===== config.mk =====
export PLATFORM = sky130hd
export DESIGN_NAME = mem_access_unit
export DESIGN_NICKNAME = d
export VERILOG_FILES = /design/src/rtl/mem_access_unit.sv
export SDC_FILE = /design/constraint.sdc
export NUM_CORES = 1
export LEC_CHECK = 0
export CAP_MARGIN = 10
export CORE_UTILIZATION = 47
export CTS_BUF_LIST = sky130_fd_sc_hd__clkbuf_8
export CTS_CLUSTER_DIAMETER = 200
export DETAILED_ROUTE_END_ITERATION = 10
export GPL_TIMING_DRIVEN = 0
export PLACE_DENSITY = 0.89
export SLEW_MARGIN = 10
export SYNTH_ARGS = -nofsm -noshare
export SYNTH_HDL_FRONTEND = slang
export SYNTH_SLANG_ARGS = --single-unit

===== constraint.sdc =====
create_clock -name clk -period 2.05 [get_ports clk]
set_input_delay 0.41 -clock clk [delete_from_list [all_inputs] [get_ports clk]]
set_output_delay 0.41 -clock clk [all_outputs]
set_load 0.01 [all_outputs]

===== src/rtl/mem_access_unit.sv =====
// mem_access_unit: load/store front end with read-modify-write for sub-word stores.
// Define MEMIF_ALIGN_CHECK_EN to flag misaligned/illegal requests; otherwise addresses are force-aligned.
module mem_access_unit #(
   parameter int WORD = 32,
   parameter int ADDR = 16
) (
   input  logic              clk,
   input  logic              rst,
   input  logic              req_valid,
   output logic              req_ready,
   input  logic              req_we,
   input  logic [1:0]        req_size,
   input  logic              req_unsigned,
   input  logic [ADDR+1:0]   req_addr,
   input  logic [WORD-1:0]   req_wdata,
   output logic              resp_valid,
   input  logic              resp_ready,
   output logic [WORD-1:0]   resp_rdata,
   output logic              resp_err,
   output logic [ADDR-1:0]   mem_a,
   output logic              mem_w,
   output logic [WORD-1:0]   mem_d,
   input  logic [WORD-1:0]   mem_q
);
   typedef enum logic [2:0] {IDLE, RD, DATA, WR, RESP} state_t;
   state_t state, state_nx;
   logic we_r, uns_r, accept, illegal;
   logic [1:0] size_r, size_n;
   logic [ADDR+1:0] addr_r, addr_n;
   logic [WORD-1:0] wdata_r, mask, lane_q, merged, load_ext;
   logic [$clog2(WORD)-1:0] sh;
   assign accept = req_valid && req_ready;
`ifdef MEMIF_ALIGN_CHECK_EN
   assign size_n  = req_size;
   assign addr_n  = req_addr;
   assign illegal = (req_size == 2'b11) || (req_size == 2'b01 && req_addr[0]) ||
                    (req_size == 2'b10 && req_addr[1:0] != 2'b00);
`else
   // size 11 collapses to a word; low address bits are cleared to natural alignment
   assign size_n  = (req_size == 2'b11) ? 2'b10 : req_size;
   assign addr_n  = {req_addr[ADDR+1:2], size_n[1] ? 2'b00 : {req_addr[1], req_addr[0] & ~size_n[0]}};
   assign illegal = 1'b0;
`endif
   assign mem_a    = addr_r[ADDR+1:2];
   assign sh       = {addr_r[1:0], 3'b000};
   assign mask     = size_r[0] ? WORD'(16'hFFFF) : WORD'(8'hFF);
   assign merged   = (mem_q & ~(mask << sh)) | ((wdata_r & mask) << sh);
   assign lane_q   = mem_q >> sh;
   assign load_ext = size_r[1] ? mem_q :
                     size_r[0] ? {{(WORD-16){~uns_r & lane_q[15]}}, lane_q[15:0]} :
                                 {{(WORD-8){~uns_r & lane_q[7]}}, lane_q[7:0]};
   always_ff @(posedge clk or negedge rst)
      if (!rst) state <= IDLE;
      else      state <= state_nx;
   always_ff @(posedge clk or negedge rst)
      if (!rst) begin
         we_r       <= 1'b0;
         uns_r      <= 1'b0;
         size_r     <= 2'b00;
         addr_r     <= '0;
         wdata_r    <= '0;
         resp_err   <= 1'b0;
         resp_rdata <= '0;
      end else if (accept) begin
         we_r       <= req_we;
         uns_r      <= req_unsigned;
         size_r     <= size_n;
         addr_r     <= addr_n;
         wdata_r    <= req_wdata;
         resp_err   <= illegal;
         resp_rdata <= '0;
      end else if (state == DATA && !we_r) begin
         resp_rdata <= load_ext;
      end
   always_comb begin
      state_nx = state;
      unique case (state)
         IDLE:    state_nx = !accept ? IDLE : illegal ? RESP : (req_we && size_n == 2'b10) ? WR : RD;
         RD:      state_nx = DATA;
         DATA:    state_nx = RESP;
         WR:      state_nx = RESP;
         RESP:    state_nx = resp_ready ? IDLE : RESP;
         default: state_nx = IDLE;
      endcase
   end
   always_comb begin
      req_ready  = rst && state == IDLE;
      resp_valid = state == RESP;
      mem_w      = state == WR || (state == DATA && we_r);
      mem_d      = state == WR ? wdata_r : (state == DATA && we_r) ? merged : '0;
   end
endmodule


==> After elaboration in Yosys (flattened, before gate mapping) <==
Index checks and enable logic that the tools add are counted.
{ "op_classes": {"n_eq_ne": 6, "n_shift": 3, "mux": 13, "bitwise_logic": 9, "reduce_logical": 10} }
{ "op_table": {"columns": ["operator", "n"], "rows": [
  ["$mux W32", 6],
  ["$and A32 B16 Y32", 1],
  ["$and A32 B32 Y32", 1],
  ["$not A32 Y32", 1],
  ["$or A32 B32 Y32", 1],
  ["$shl A16 B5 Y32", 1],
  ["$shl A32 B5 Y32", 1],
  ["$shr A32 B5 Y16", 1],
  ["$mux W16", 1],
  ["$pmux W3 S4", 1],
  ["$mux W2", 4],
  ["$eq A3 B2 Y1 const B", 2],
  ["$logic_and A1 B1 Y1", 5],
  ["$eq A2 B2 Y1 const B", 2],
  ["$and A1 B1 Y1", 3],
  ["$eq A3 B1 Y1 const B", 1],
  ["$eq A3 B3 Y1 const B", 1],
  ["$logic_not A3 Y1", 1],
  ["$mux W3", 1],
  ["$not A1 Y1", 2],
  ["$reduce_bool A2 Y1", 1],
  ["$reduce_or A2 Y1", 1],
  ["$logic_not A1 Y1", 1],
  ["$logic_or A1 B1 Y1", 1]
]} }
{ "word_totals": {"ff_bits": 89, "in_bits": 90, "out_inout_bits": 84, "word_cells": 48} }

==> Logic depth before layout (Yosys ltp) <==
{ "logic_depth": {"word_depth": 7, "depth_mapped": 7, "mapped_depth_nobuf": 5} }

==> Worst setup path after synthesis <==
OpenSTA, ideal clock, no wires.
{ "synth_timing": {"path_type": "flip-flop to output port", "startpoint": "reg state[2]", "endpoint": "out mem_d[27]", "t_arrival_ns": 1.595, "required_time_ns": 1.640, "path_slack_ns": 0.045, "stages_incl_launch_ff": 7, "n_path_buf": 2, "cell_sequence": "dfrtp_1 nor2_1 and3_1 clkbuf_1 clkbuf_1 o21ai_0 o21ai_0"} }
{ "synth_between": {"elab_chain_cells": 4, "elab_cells_between_ends": 5, "classes_between": "2 x eq/ne; 2 x mux; 1 x reduce/logical"} }
{ "synth_lines": {"columns": ["element", "line_no", "source"], "rows": [
  ["from (decl)", "26", "state_t state, state_nx;"],
  ["from (signal assigned)", "54", "else state <= state_nx;"],
  ["$eq A3 B2 Y1", "90", "mem_d = state == WR ? wdata_r : (state == DATA && we_r) ? merged : '0;"],
  ["$logic_and A1 B1 Y1", "90", null],
  ["$mux W32", "90", null],
  ["$mux W32 *", "90", null],
  ["to (decl)", "22", "output logic [WORD-1:0] mem_d,"]
]} }
Every way passes the cells marked *; elsewhere a longest branch is shown, timed or not.

==> Worst setup path after layout <==
{ "layout_timing": {"startpoint": "reg addr_r[0]", "endpoint": "out mem_d[9]"} }
{ "layout_between": {"elab_chain_cells": 6, "elab_cells_between_ends": 7, "classes_between": "2 x shift; 2 x mux; 3 x bitwise"} }
{ "layout_lines": {"columns": ["element", "line_no", "source"], "rows": [
  ["from (decl)", "29", "logic [ADDR+1:0] addr_r, addr_n;"],
  ["from (signal assigned)", "68", "addr_r <= addr_n;"],
  ["$shl A16 B5 Y32", "47", "assign merged = (mem_q & ~(mask << sh)) | ((wdata_r & mask) << sh);"],
  ["$not A32 Y32", "47", null],
  ["$and A32 B32 Y32", "47", null],
  ["$or A32 B32 Y32 *", "47", null],
  ["$mux W32 * (2 in a row)", "90", null]
]} }
Marks and branches as above.

==> results_dict.tcl <==
set metrics [dict create \
    fill_cells 771 \
    cts.path.max_buffers 2 \
    tightestPinTransition_ns 0.690 \
    synthTopCellsByArea "dfrtp_1, nand2_1, o21ai_0" \
    grt_usage_pct 34.2 \
    detail-route-antenna-nets 0 \
    crit_family "buffers and inverters" \
    required_ns 1.64 \
    cp.arrival_ns 1.88 \
    rsz0062_at_grt "yes" \
    netlist_instances 580 \
    end_kind "output pin" \
    fin_crit_ns 2.29 \
    synthToLayoutAreaGrowth_pct 53.8 \
    p_switching_mw 3.91 \
    yosysWarnings 0 \
    htreeDepth 3 \
    root_buffer "clkbuf_8" \
    synth_area_sq_mm 0.00497 \
    yosysMostFrequentCell "nand2_1" \
    grt_overflow 0 \
    nNetsFinal 890 \
    slew_violations 0 \
    ys_ff_latch 89 \
    vias 5407 \
    violations "setup timing" \
    clk_latency_ns 0.36 \
    fmax_ghz 0.437 \
    powerDensity_mw_per_mm2 1270 \
    synth_cell_type_count 45 \
    drc 0 \
    cp_max_fo 8 \
    fin_ws_ns -0.239 \
    yosys-top-cells-count "nand2_1, dfrtp_1, o21ai_0" \
    comb_power_share_pct 53.0 \
    p_clk_share_pct 14.9 \
    stdcell_area_sq_mm 0.00765 \
    clk_pin_slew_ns 0.09 \
    ys.flop_type "dfrtp_1" \
    place_ws_ns -0.815 \
    first_pass_iters 5 \
    setup_viol 46 \
    drv_cap 0 \
    finClkSkew_ns 0.00796 \
    start_util_pct 48.4 \
    grt_pass1_vias 5426 \
    cts.sinks 89 \
    netlist.area_leader.share_pct 44.8 \
    viasPerCell 5.75 \
    p_int_mw 5.80 \
    numCtsBuffers 9 \
    period_share_pct 112 \
    cts_tree "built" \
    min_path_type "input port to asynchronous set/reset pin" \
    drive_gt1_share_pct 21.1 \
    path_class "register to output pin" \
    async_reset_ff_share_pct 100 \
    io_pins 174 \
    cp_slowest_stage_delay_ns 0.42 \
    slew_headroom_pct 54.0 \
    grt_pass1_wl_mm 28.8 \
    p_leak_nw 3.62 \
    syn_nets 670 \
    io_buffers 172 \
    syn_avg_cell_area_sq_um 8.58 \
    die-area_sq_mm 0.0110 \
    antenna_found_initial 0 \
    gp_congestion 0.900 \
    critPathBufInv 3 \
    ir_worst_vdd_v 0.000739 \
    critPathLaunchType "register" \
    placed_cell_area_sq_mm 0.00689 \
    synth_edf_count 0 \
    coreArea_sq_mm 0.0103 \
    p_total_mw 9.71 \
    drt-total-wl_mm 18.6 \
    drt_iter0_drc 396 \
    yosysSeqAreaShare_pct 44.8 \
    synth_top_cell_by_area "dfrtp_1" \
    die_width_um 105 \
    avgRoutedWirePerCell_um 19.7 \
    die_y_um 105 \
    swShare_pct 40.3 \
    n_antenna_cell 0 \
    status "complete, but fails checks" \
    dp_hpwl_mm 13.6 \
    row_count 37 \
    cpMaxStageDelayCell "dfrtp_1" \
    hold_viol_final 0 \
    grt_max_degree 32 \
    crit_chain "buf_6, buf_4, nand2b_4, a2bb2oi_2, o221ai_1, nand2_1, buf_2" \
    seq_power_share_pct 32.1 \
]
==> per-layer routing <==
metal | vias up | share of wire [%] | GRT usage (%)
met3 | 43 | 8.0 | 6.55
met1 | 2602 | 42 | 45.6
li1 | 2474 | - | -
met4 | 0 | 3.0 | 13.6
met5 | - | 0 | 0
met2 | 288 | 47 | 55.1
==> registers in the layout, indices dropped and copies added (netlist names) <==
register    count
size_r          2
resp_rdata     32
addr_r         18
state           3
we_r            1
wdata_r        32
uns_r           1
==> final cells by class <==
| class | instances | area, sq um | share of cell area (%) |
|---|---|---|---|
| Timing Repair Buffer | 211 | 1940 | 25.3 |
| Sequential cell | 89 | 2230 | 29.2 |
| Inverter | 18 | 67.6 | 0.883 |
| Clock buffer | 9 | 124 | 1.62 |
| Tap cell | 136 | 170 | 2.22 |
| Buffer | 56 | 415 | 5.43 |
| Clock inverter | 7 | 111 | 1.46 |
| Multi-Input combinational cell | 415 | 2590 | 33.9 |
==> per-stage QoR <==
stage / std cells / util [%] / hold slack [ns] / setup TNS (ns)
after CTS: 929 / 72.7 / 0.000245 / -4.07
final: 941 / 74.4 / 0.0100 / -6.58
after detailed placement: 889 / 67.0 / 0.376 / -66.39
after global placement: 888 / 66.8 / 0.458 / -555.30
after global routing: 941 / 74.4 / 0.00507 / -9.03
after floorplan: 580 / - / 0.114 / 0
==> cell usage in the layout, fill, tap and decap left out, types with 6 or more instances in the layout <==
cell type        instances
dfrtp_1                 85
a2bb2oi_2                6
buf_2                   40
nor2_4                   7
o21ai_1                 20
nand2b_1                10
o2bb2ai_1                7
o21ai_0                 29
a22o_1                  16
a21oi_1                  8
buf_6                   11
nand2_1                172
a32oi_1                  8
buf_4                   44
a221o_1                 16
nor2_1                  11
nor2b_1                 10
mux2i_1                 16
clkbuf_8                15
a31oi_1                  8
clkbuf_1                13
a2111o_1                 7
o221ai_1                 6
nand3_1                  9
inv_1                   17
o211ai_1                 8
clkdlybuf4s50_1        135
a22oi_1                  8
==> path summary, 6_finish.rpt <==
check                                      startpoint  depth (start not counted)  slack (ns)                    endpoint
worst max-delay path            addr_r[0]$_DFFE_PN0N_                          7       -0.24                    mem_d[9]
worst min-delay path                              rst                          2        0.01  resp_rdata[17]$_DFFE_PN0P_
worst max register to register  addr_r[0]$_DFFE_PN0N_                          7       -0.08  resp_rdata[24]$_DFFE_PN0P_
worst min register to register  addr_r[6]$_DFFE_PN0N_                          2        0.49       addr_r[6]$_DFFE_PN0N_
max in group asynchronous                         rst                          3        1.29       size_r[0]$_DFFE_PN0N_
min in group clk                addr_r[6]$_DFFE_PN0N_                          2        0.49       addr_r[6]$_DFFE_PN0N_
==> worst register-to-register path, delay by kind of cell, from the launching register on <==
| kind | cells | cell delay, ns |
|---|---|---|
| AOI/OAI and AO/OA | 2 | 0.57 |
| DFF | 1 | 0.42 |
| buffers and inverters | 3 | 0.44 |
| muxes | 2 | 0.59 |
==> timing repair <==
item,CTS,global route
gates resized for setup,232,24
buffers inserted,23,9
hold endpoints to repair,30,2
gates cloned,2,1
setup endpoints to repair,115,104
pin swaps,28,22
hold buffers,1,2
==> cell families after synthesis <==
kind of cell           share of synthesized area, %
AO/OA/AOI/OAI                                  23.6
buffers and inverters                          7.47
flip-flops                                     44.8
multiplexers                                   3.90
other                                        0.0754
AND/OR/NAND/NOR                                20.2
==> power groups by stage <==
| stage | Sequential [mW] | Clock, mW | Combinational, mW |
|---|---|---|---|
| finish | 3.12 | 1.45 | 5.15 |
| global route | 3.19 | 1.54 | 5.50 |
| CTS | 3.08 | 1.45 | 4.87 |
| detailed placement | 3.11 | 0 | 4.27 |
| global placement | 3.06 | 0 | 4.16 |
| floorplan | 3.01 | 0 | 2.37 |
(Power assumes the default switching activity.)
